$ cat src/rtl/uart_seq_pkg.sv
// Shared types and defaults for the UART message sequencer and its timer.
package uart_seq_pkg;

    localparam int LOAD_CYCLES        = 2;
    localparam int DEFAULT_GAP_CYCLES = 16;
    localparam int DEFAULT_TIMEOUT    = 131072;

    typedef enum logic [2:0] {
        IDLE,
        LOAD,
        SEND,
        WAIT,
        GAP,
        CHK,
        DONE
    } seq_state_t;

    typedef enum logic [1:0] {
        TMR_LOAD,
        TMR_GAP,
        TMR_TIMEOUT
    } timer_sel_t;

endpackage

$ cat src/rtl/seq_timer.sv
// Shared up-counter for the sequencer; hit flags the last cycle of the selected interval.
module seq_timer
    import uart_seq_pkg::*;
#(
    parameter int CNT_W      = 18,
    parameter int GAP_CYCLES = DEFAULT_GAP_CYCLES,
    parameter int TIMEOUT    = DEFAULT_TIMEOUT
) (
    input  logic       clk,
    input  logic       rst,
    input  logic       clr,
    input  logic       en,
    input  timer_sel_t sel,
    output logic       hit
);

    logic [CNT_W-1:0] count_reg;
    logic [CNT_W-1:0] limit;

    always_ff @(posedge clk or negedge rst) begin
        if (!rst) begin
            count_reg <= '0;
        end else if (clr) begin
            count_reg <= '0;
        end else if (en) begin
            count_reg <= count_reg + 1'b1;
        end
    end

    // Limits are terminal counts: an N-cycle interval hits when the count reads N-1.
    always_comb begin
        limit = CNT_W'(TIMEOUT - 1);
        case (sel)
            TMR_LOAD: limit = CNT_W'(LOAD_CYCLES - 1);
            TMR_GAP:  limit = CNT_W'(GAP_CYCLES - 1);
            default:  limit = CNT_W'(TIMEOUT - 1);
        endcase
    end

    assign hit = (count_reg == limit);

endmodule

$ cat src/rtl/uart_msg_sequencer.sv
// Walks encoder byte indices, latches each byte and paces transmit strobes on tx_done.
// Define UART_SEQ_CHECKSUM_EN to append an XOR checksum byte after the data bytes.
module uart_msg_sequencer
    import uart_seq_pkg::*;
#(
    parameter int LEN_W      = 7,
    parameter int DATA_W     = 8,
    parameter int GAP_CYCLES = DEFAULT_GAP_CYCLES,
    parameter int TIMEOUT    = DEFAULT_TIMEOUT,
    parameter int CNT_W      = 18
) (
    input  logic              clk,
    input  logic              rst,
    input  logic              start,
    input  logic [LEN_W-1:0]  msg_len,
    input  logic [DATA_W-1:0] cod_data,
    input  logic              tx_done,
    output logic [LEN_W-1:0]  cnt_idx,
    output logic [DATA_W-1:0] tx_data,
    output logic              transmit,
    output logic              busy,
    output logic              msg_done,
    output logic              err
);

    seq_state_t        state_reg, state_next;
    logic [LEN_W-1:0]  len_reg, len_next;
    logic [LEN_W-1:0]  cnt_idx_reg, cnt_idx_next;
    logic [DATA_W-1:0] tx_data_reg, tx_data_next;
    logic              transmit_reg, busy_reg, msg_done_reg, err_reg;
    logic              err_next;
    timer_sel_t        tmr_sel;
    logic              tmr_clr, tmr_en, tmr_hit;
`ifdef UART_SEQ_CHECKSUM_EN
    logic [DATA_W-1:0] chk_reg, chk_next;
    logic              chk_sent_reg, chk_sent_next;
`endif

    // Restart the interval on every state change so each timed state starts from zero.
    assign tmr_clr = (state_next != state_reg);
    assign tmr_en  = (state_reg == LOAD) || (state_reg == WAIT) || (state_reg == GAP);

    seq_timer #(
        .CNT_W      (CNT_W),
        .GAP_CYCLES (GAP_CYCLES),
        .TIMEOUT    (TIMEOUT)
    ) u_timer (
        .clk (clk),
        .rst (rst),
        .clr (tmr_clr),
        .en  (tmr_en),
        .sel (tmr_sel),
        .hit (tmr_hit)
    );

    always_comb begin
        state_next   = state_reg;
        len_next     = len_reg;
        cnt_idx_next = cnt_idx_reg;
        tx_data_next = tx_data_reg;
        err_next     = 1'b0;
        tmr_sel      = TMR_TIMEOUT;
`ifdef UART_SEQ_CHECKSUM_EN
        chk_next      = chk_reg;
        chk_sent_next = chk_sent_reg;
`endif
        case (state_reg)
            IDLE: begin
                if (start) begin
                    len_next     = msg_len;
                    cnt_idx_next = '0;
`ifdef UART_SEQ_CHECKSUM_EN
                    chk_next      = '0;
                    chk_sent_next = 1'b0;
`endif
                    state_next = (msg_len != '0) ? LOAD : DONE;
                end
            end
            LOAD: begin
                tmr_sel = TMR_LOAD;
                if (tmr_hit) begin
                    tx_data_next = cod_data;
`ifdef UART_SEQ_CHECKSUM_EN
                    chk_next = chk_reg ^ cod_data;
`endif
                    state_next = SEND;
                end
            end
            SEND: state_next = WAIT;
            WAIT: begin
                tmr_sel = TMR_TIMEOUT;
                // A frame completing on the timeout cycle still counts as delivered.
                if (tx_done) begin
`ifdef UART_SEQ_CHECKSUM_EN
                    state_next = chk_sent_reg ? DONE : GAP;
`else
                    state_next = GAP;
`endif
                end else if (tmr_hit) begin
                    err_next     = 1'b1;
                    cnt_idx_next = '0;
                    state_next   = IDLE;
                end
            end
            GAP: begin
                tmr_sel = TMR_GAP;
                if (tmr_hit) begin
                    if (cnt_idx_reg < len_reg - 1'b1) begin
                        cnt_idx_next = cnt_idx_reg + 1'b1;
                        state_next   = LOAD;
                    end else begin
`ifdef UART_SEQ_CHECKSUM_EN
                        state_next = CHK;
`else
                        state_next = DONE;
`endif
                    end
                end
            end
`ifdef UART_SEQ_CHECKSUM_EN
            CHK: begin
                tx_data_next  = chk_reg;
                chk_sent_next = 1'b1;
                state_next    = SEND;
            end
`endif
            DONE: begin
                cnt_idx_next = '0;
                state_next   = IDLE;
            end
            default: state_next = IDLE;
        endcase
    end

    // Outputs are flopped from the next state so nothing combinational reaches a port.
    always_ff @(posedge clk or negedge rst) begin
        if (!rst) begin
            state_reg    <= IDLE;
            len_reg      <= '0;
            cnt_idx_reg  <= '0;
            tx_data_reg  <= '0;
            transmit_reg <= 1'b0;
            busy_reg     <= 1'b0;
            msg_done_reg <= 1'b0;
            err_reg      <= 1'b0;
        end else begin
            state_reg    <= state_next;
            len_reg      <= len_next;
            cnt_idx_reg  <= cnt_idx_next;
            tx_data_reg  <= tx_data_next;
            transmit_reg <= (state_next == SEND);
            busy_reg     <= (state_next != IDLE);
            msg_done_reg <= (state_next == DONE);
            err_reg      <= err_next;
        end
    end

`ifdef UART_SEQ_CHECKSUM_EN
    always_ff @(posedge clk or negedge rst) begin
        if (!rst) begin
            chk_reg      <= '0;
            chk_sent_reg <= 1'b0;
        end else begin
            chk_reg      <= chk_next;
            chk_sent_reg <= chk_sent_next;
        end
    end
`endif

    assign cnt_idx  = cnt_idx_reg;
    assign tx_data  = tx_data_reg;
    assign transmit = transmit_reg;
    assign busy     = busy_reg;
    assign msg_done = msg_done_reg;
    assign err      = err_reg;

endmodule
$ cat config.mk
export PLATFORM = sky130hd
export DESIGN_NAME = uart_msg_sequencer
export DESIGN_NICKNAME = d
export VERILOG_FILES = /design/src/rtl/uart_seq_pkg.sv /design/src/rtl/seq_timer.sv /design/src/rtl/uart_msg_sequencer.sv
export SDC_FILE = /design/constraint.sdc
export NUM_CORES = 1
export LEC_CHECK = 0
export BUFFER_PORTS_ARGS = -buffer_cell sky130_fd_sc_hd__buf_4
export CAP_MARGIN = 10
export CORE_ASPECT_RATIO = 0.9
export CORE_UTILIZATION = 54
export DETAILED_ROUTE_END_ITERATION = 6
export PLACE_DENSITY = 0.8
export RECOVER_POWER = 25
export SYNTH_ARGS = -nofsm -noshare
export SYNTH_HDL_FRONTEND = slang
export SYNTH_SLANG_ARGS = --single-unit
$ cat constraint.sdc
create_clock -name clk -period 6.3 [get_ports clk]
set_input_delay 0.63 -clock clk [delete_from_list [all_inputs] [get_ports clk]]
set_output_delay 0.63 -clock clk [all_outputs]
set_load 0.02 [all_outputs]
== Word-level counts from Yosys, hierarchy flattened ==
Cells that the tools add are included.

* Bits in registers: 47
* Output and inout port bits: 19

* Add/subtract/negate cells: 3
* Magnitude comparators: 1
* Equal/unequal tests: 15
* Muxes and demuxes: 21
* Reduce and logical (&&, ||, !) cells: 11

{| class="wikitable"
|+ Operators with widths
! kind !! number
|-
| 18-bit 2-to-1 mux || 2
|-
| 7-bit 2-to-1 mux || 5
|-
| 17-bit case mux with 2 select lines || 1
|-
| 7-bit case mux with 4 select lines || 1
|-
| 3-bit 2-to-1 mux || 7
|-
| 18-bit by 1-bit adder with 18-bit output, second input constant || 1
|-
| 18-bit by 17-bit equality test with 1-bit output || 1
|-
| 3-bit case mux with 5 select lines || 1
|-
| 3-bit by 2-bit equality test with 1-bit output, second input constant || 3
|-
| 3-bit equality test, second input constant || 3
|-
| 2-bit != test, second input constant || 4
|-
| 7-bit by 1-bit adder with 7-bit output, second input constant || 1
|-
| 7-bit less-than comparator || 1
|-
| 7-bit nonzero test || 1
|-
| 7-bit by 1-bit subtractor with 7-bit output, second input constant || 1
|-
| 6-bit AND reduction || 1
|-
| 2-bit case mux with 2 select lines || 1
|-
| 2-bit AND reduction || 2
|-
| 4-bit nonzero test || 1
|-
| 3-bit by 1-bit equality test with 1-bit output, second input constant || 1
|-
| 3-bit zero test || 1
|-
| 1-bit 2-to-1 mux || 3
|-
| 3-bit != test || 1
|-
| 3-bit nonzero test || 1
|-
| other kinds (5) || 6
|}

== Longest topological paths before layout ==
Gate-level depths: netlist of the first run.

* Depth after elaboration: 10
* Depth in mapped cells: 13
* Depth with buffers taken out: 12

== Cells and area by module ==
A second synthesis of the first run with hierarchy kept.

* Cells, all modules: 259
* Area, all modules: 2647.5 um2

{| class="wikitable"
|+ Modules (own cells, without submodules)
! module !! times used !! cells each !! area each (um2) !! seq. area each (um2)
|-
| uart_msg_sequencer || 1 || 155 || 1649.1 || 725.7
|-
| seq_timer || 1 || 104 || 998.5 || 450.4
|}

== Worst setup path before layout of the first run ==
Ideal clock, no wire load.

* Kind: flip-flop to flip-flop
* Start: reg len_reg[2]
* End: reg u_timer.count_reg[0]
* Arrival time: 2541 ps
* Setup slack: 3640 ps
* Cell stages (with the launch flop): 13
* Clock period less this slack: 2660 ps
* Path through: dfrtp_1 > nor3_1 > nand3b_1 > xor2_1 > ha_1 > nand4_1 > a21oi_1 > o31ai_1 > and2_1 > nand3b_1 > a32oi_2 > buf_4 > nor2_1

* Longest elaborated chain between the ends: 7

{| class="wikitable"
|+ Ends and longest elaborated chain
! element !! line !! RTL
|-
| from (decl) || uart_msg_sequencer.sv:27 || <nowiki>logic [LEN_W-1:0] len_reg, len_next;</nowiki>
|-
| from (signal assigned) || uart_msg_sequencer.sv:148 || <nowiki>len_reg <= len_next;</nowiki>
|-
| 7-bit by 1-bit subtractor with 7-bit output (*) || uart_msg_sequencer.sv:108 || <nowiki>if (cnt_idx_reg < len_reg - 1'b1) begin</nowiki>
|-
| 7-bit less-than comparator (*) || uart_msg_sequencer.sv:108 ||
|-
| 3-bit 2-to-1 mux (*) || uart_msg_sequencer.sv:108 ||
|-
| 3-bit 2-to-1 mux (*) || uart_msg_sequencer.sv:107 || <nowiki>if (tmr_hit) begin</nowiki>
|-
| 3-bit case mux with 5 select lines (*) || uart_msg_sequencer.sv:67 || <nowiki>case (state_reg)</nowiki>
|-
| 3-bit != test (*) || uart_msg_sequencer.sv:40 || <nowiki>assign tmr_clr = (state_next != state_reg);</nowiki>
|-
| 18-bit 2-to-1 mux or 2-bit nonzero test (tied branches) || -- ||
|-
| to (signal assigned) || seq_timer.sv:26 || <nowiki>count_reg <= count_reg + 1'b1;</nowiki>
|-
| to (decl) || seq_timer.sv:17 || <nowiki>logic [CNT_W-1:0] count_reg;</nowiki>
|}

Every way passes the cells marked *; elsewhere a longest branch is shown, timed or not.
A chain may end at the register's enable or synchronous reset.

== Final worst setup path of the first run ==
* Start: reg len_reg[0]
* End: reg u_timer.count_reg[12]

The elaborated chain is that of the path after synthesis.

==> results of run 1 <==
==> layout make-up <==
type	count	area (um^2)	share of cell area
inverters	8	30.03	0.01021
clock buffers	5	68.82	0.02339
multi-input cells	193	1280	0.4351
well taps	62	77.57	0.02637
clock inverters	3	27.53	0.009358
flip-flops and latches	47	1176	0.3998
repair buffers	38	281.5	0.09570
==> kinds of logic (layout without fill, tap and decap cells) <==
logic type / count (synthesis) / in the layout / synth area share
simple gates: 112 / 112 / 0.2268
flops: 47 / 47 / 0.4686
compound gates: 32 / 32 / 0.08475
xor+xnor: 25 / 25 / 0.08724
mux: 15 / 15 / 0.06630
buf+inv: 13 / 54 / 0.02144
fa+ha+maj: 9 / 9 / 0.04487
==> layer usage <==
metal  wire length (um)  GRT usage  share of wire
met1               2366     0.2938           0.48
met2               2306     0.3532           0.47
met3                187    0.04085          0.038
met4                 80    0.09375          0.016
met5                  0          0              0
==> cell usage in the layout (no fill, tap or decap), drive strengths merged, types with 2 or more instances in the layout <==
master	count
ha	9
nor3	5
nand2	24
clkbuf	6
or3	5
nand4	4
nand3	16
nand2b	4
nor4	3
buf	37
xnor2	12
a21oi	12
o21ai	9
and2	7
inv	10
dfrtp	47
mux2i	2
nand3b	3
mux2	13
nor2	31
and4	3
xor2	13
==> per-stage QoR <==
stage / worst slack, ns / utilization / hold WS (ns) / power (W)
after floorplan: 3.640 / - / 0.3344 / 0.0007959
after global placement: 3.152 / 0.6387 / 0.4902 / 0.0009257
after detailed placement: 3.044 / 0.6387 / 0.5022 / 0.0009434
after CTS: 3.041 / 0.6603 / 0.3304 / 0.001142
after global routing: 2.746 / 0.6595 / 0.5318 / 0.001210
final: 3.050 / 0.6595 / 0.5211 / 0.001134
==> power by group through the flow <==
stage / clock [W] / sequential [W] / combinational [W]
3_5_place_dp: 0 / 0.000449 / 0.000494
4_1_cts: 0.000199 / 0.000444 / 0.000499
3_3_place_gp: 0 / 0.000445 / 0.000481
5_1_grt: 0.000209 / 0.000455 / 0.000547
6_report: 0.000194 / 0.000444 / 0.000496
2_1_floorplan: 0 / 0.000469 / 0.000327
==> worst max-delay path by stage <==
stage	from	to	slack (ns)	cells after the start
after global routing	len_reg[0]	u_timer.count_reg[14]	2.75	12
final	len_reg[0]	u_timer.count_reg[12]	3.05	12
after CTS	len_reg[0]	u_timer.count_reg[12]	3.04	12
after detailed placement	len_reg[0]	u_timer.count_reg[12]	3.04	12
after global placement	len_reg[0]	u_timer.count_reg[0]	3.15	12
after floorplan	len_reg[2]	u_timer.count_reg[0]	3.64	12
==> flow_summary.toml, run 1 <==
[sta]
rsz0062_at_grt = "no"
fin_worst_skew_ns = 0.008294
setup_violations = 0
fin_setup_tns_ns = 0
fin_crit_sh = 0.5158
slew-limit-headroom = -0.6350
period_needed_ns = 3.250
worst-slew-pin-transition_ns = 2.453
slew_viol_final = 48
max_freq_ghz = 0.3077
hold_viol_final = 0

[die]
die_height_um = 66.68
core_um2 = 4461
die_w_um = 73.87
dieArea_um2 = 4925
core.rowCount = 23
start_util = 0.5627
num_io_pins = 38

[worst_setup_path]
max_stage_delay_ns = 0.73
cp_slowest_cell = "a32oi_2"
critPathRequiredTime_ns = 6.46
rr_endpoint = "u_timer.count_reg[12]"
start_kind = "flip-flop"
r2r-start = "len_reg[0]"
worstPathArrival_ns = 3.41
crit_buf_inv = 1
critPathCaptureType = "flip-flop"
critical_path_class = "flip-flop to flip-flop"
ff2ff_setup_slack_ns = 3.05
path_cells = "inv_1 -> ha_1 -> nand2_1 -> xor2_1 -> ha_1 -> a21oi_1 -> nor2_1 -> o31ai_1 -> and2_1 -> nand3b_1 -> a32oi_2 -> nor2_1"
crit_family = "compound AO/OA/AOI/OAI gates"
rr_worst_depth = 12
cp_max_fo = 18

[synthesis]
yosysMostFrequentCell = "dfrtp_1"
synth-edff-count = 0
ys_types = 44
synth_flop_cell = "dfrtp_1"
ys_seq_area_frac = 0.4686
netlist_area_um2 = 2510
ys_warn_count = 0
synth.net_count = 281
synth_top_area_share = 0.4686
yosysTopAreaCell = "dfrtp_1"
ys_ff_latch = 47
async_reset_ff_frac = 1.000
syn-instance-count = 253
synth.top_cells.by_area = "dfrtp_1, mux2_2, nor2_1"
netlist_top_cells_count = "dfrtp_1, nor2_1, nand2_1, nand3_1"
avgSynthCellArea_um2 = 9.921

[worst_hold_path]
hold_path_startpoint = "tx_data[0]"
whs_endpoint = "tx_data[0]"
hold_class = "flip-flop to flip-flop"
holdPathStages = 1

[power]
netSwitchingPower_w = 0.0004617
power_density_nw_per_um2 = 385.4
p_sw_frac = 0.4072
clockPowerShare = 0.171
power.internal_w = 0.0006720
seqPwrFrac = 0.391
comb_power_share = 0.438
ir_drop_uv = 269.4
leakagePower_nw = 1.372

[route]
viasPerCell = 5.444
drtIter0Drc = 70
ant_nets = 0
vias = 1938
drt_first_pass_iters = 5
drc = 0
routed_wirelength_um = 4942
avgRoutedWirePerCell_um = 13.88

[finish]
final_nets = 321
largest_reg_flops = 18
n_antenna_cell = 0
drive_gt1_frac = 0.2177
fin_cells = 356
fill_cells = 379
syn_to_final_growth_pct = 17.20
finalInstanceArea_um2 = 2942

[placed_design]
hpwl_um = 3681
numPortBuffers = 37
routabilityCongestion = 0.8444
post_dp_cell_area_um2 = 2849
placed_cells = 348

[global_routing]
overflow = 0
grt_pass1_vias = 1782
antenna_found_initial = 0
grt_max_degree = 48
grtUsageTotal = 0.2209
grt_pass1_wl_um = 8038

[clock_tree]
tritoncts = "built"
ctsResizeCount = 0
htree_levels = 2
cts_setup_buffers = 0
root_buffer = "clkbuf_8"
insertion_delay_ns = 0.31
max-clock-path-buffers = 2
clock-sinks = 47
numCtsBuffers = 5
clk_pin_slew_ns = 0.10
cts_hold_buf = 0

[outcome]
status = "finished with violations"
violations = "capacitance limit, slew limit"

[job]
cap_violations = 1
Note: power is estimated with default switching activity, not from simulation.
==> run 2: changes to the inputs <==
clock period = 3.1 ns   (was 6.3 ns; I/O delays follow)
==> flow_summary.toml, run 2 (same netlist as run 1, synthesis figures left out) <==
[outcome]
status = "finished with violations"
violations = "capacitance limit, slew limit"

[sta]
slew_viol_final = 48
fin_crit_sh = 0.9566
slew-limit-headroom = -0.6650
hold_viol_final = 0
max_freq_ghz = 0.3372
worst-slew-pin-transition_ns = 2.498
period_needed_ns = 2.965
fin_worst_skew_ns = 0.002689
setup_violations = 0

[worst_setup_path]
crit_buf_inv = 0
rr_endpoint = "busy"
path_cells = "nor3_1 -> nand3b_1 -> xor2_1 -> ha_1 -> nand4_1 -> a21oi_2 -> o31ai_4 -> and2_1 -> nand3b_1 -> nand3_1 -> or4_1"
cp_max_fo = 5
r2r-start = "len_reg[2]"
critical_path_class = "flip-flop to flip-flop"
ff2ff_setup_slack_ns = 0.13
worstPathArrival_ns = 3.13
cp_slowest_cell = "or4_1"
endpoint = "busy"
path_depth = 11
path_common_cell = "nand3b_1"
crit_family = "simple AND/OR/NAND/NOR gates"
max_stage_delay_ns = 0.57
worstSetupStartpoint = "len_reg[2]"
rr_worst_depth = 11
critPathCaptureType = "flip-flop"
critPathRequiredTime_ns = 3.26
start_kind = "flip-flop"

[power]
power_density_nw_per_um2 = 821.9
ir_drop_uv = 629.7
finalPower_w = 0.002473
leakagePower_nw = 1.388

[clock_tree]
numCtsBuffers = 5
clock-sinks = 47
tritoncts = "built"
insertion_delay_ns = 0.30
max-clock-path-buffers = 2
htree_levels = 2
cts_hold_buf = 0
clk_pin_slew_ns = 0.09
root_buffer = "clkbuf_8"

[die]
die_height_um = 66.68
start_util = 0.5627
core.rowCount = 23
num_io_pins = 38
dieArea_um2 = 4925
core_um2 = 4461
die_w_um = 73.87

[route]
avgRoutedWirePerCell_um = 14.63
vias = 1994
drt_first_pass_iters = 4
viasPerCell = 5.585
drtIter0Drc = 127
drc = 0
ant_nets = 0
routed_wirelength_um = 5224

[global_routing]
antenna_found_initial = 0
grt_pass1_wl_um = 8818
grt_max_degree = 48
overflow = 0
grt_pass1_vias = 1996
grtUsageTotal = 0.2362

[finish]
syn_to_final_growth_pct = 19.89
fill_cells = 346
regArea_um2 = 1176
finalInstanceArea_um2 = 3009
largest_reg_flops = 18
multi_input_area_um2 = 1300
final_cell_mix = "dfrtp_1, buf_4, nor2_1, nand2_1, nand3_1"
final_common_cell = "dfrtp_1"
final_nets = 322
drive_gt1_frac = 0.2305
n_antenna_cell = 0

[worst_hold_path]
hold_class = "primary input to flip-flop"

[placed_design]
numPortBuffers = 37
routabilityCongestion = 0.8388
hpwl_um = 3722
post_dp_cell_area_um2 = 2856

[job]
cap_violations = 1
## run 2: cell types whose count changed in the layout (fill, tap and decap cells not counted), sizes merged
cell	previous run	this run
buf	37	38
bufinv	0	2
inv	10	8
## run 2: layout make-up
class                   count  share of cell area
clock buffers               5             0.02287
inverters                   8            0.009979
multi-input cells         193              0.4320
clock inverters             3             0.02245
flip-flops and latches     47              0.3909
well taps                  62             0.02578
repair buffers             39             0.09605
## run 2: worst min path at each step
| stage | start | to | slack (ns) | cells after the start |
|---|---|---|---|---|
| after floorplan | rst | busy | 0.01 | 0 |
| after global placement | rst | u_timer.count_reg[12] | 0.35 | 1 |
| after detailed placement | rst | cnt_idx[5] | 0.36 | 1 |
| after CTS | rst | u_timer.count_reg[12] | 0.03 | 1 |
| after global routing | cod_data[5] | tx_data[5] | 0.23 | 2 |
| final | msg_len[1] | len_reg[1] | 0.23 | 3 |
## run 2: worst reg2reg max path, cell delays in order, from the launching register on
cell	delay, ns
dfrtp_1	0.44
nor3_1	0.28
nand3b_1	0.13
xor2_1	0.16
ha_1	0.32
nand4_1	0.11
a21oi_2	0.21
o31ai_4	0.08
and2_1	0.22
nand3b_1	0.18
nand3_1	0.14
or4_1	0.57
## run 2: what timing repair did
action | CTS | global route
setup endpoints to repair | 0 | 22
setup buffers | 0 | 0
resized for setup | 0 | 5
## run 2: per-stage QoR
stage	TNS [ns]	cells	hold slack, ns	utilization	setup slack (ns)
3_5_place_dp	0	349	0.3584	0.6404	0.1692
3_3_place_gp	0	349	0.3529	0.6404	0.3103
2_1_floorplan	0	253	0.01441	-	0.4398
4_1_cts	0	357	0.02783	0.6710	0.1189
5_1_grt	-0.0001128	357	0.2282	0.6746	-0.0001128
6_report	0	357	0.2339	0.6746	0.1346
## run 2: per-layer routing
metal,vias up,GRT usage,routed length [um]
li1,966,-,-
met3,7,0.04841,198
met4,0,0.07212,44
met2,42,0.4048,2575
met5,-,0,0
met1,979,0.2989,2406
## run 2: power by group
| group | internal (W) | switching [W] |
|---|---|---|
| combinational | 0.000453 | 0.000588 |
| sequential | 0.000764 | 0.000143 |
| clock | 0.000321 | 0.000205 |
| total | 0.00154 | 0.000935 |
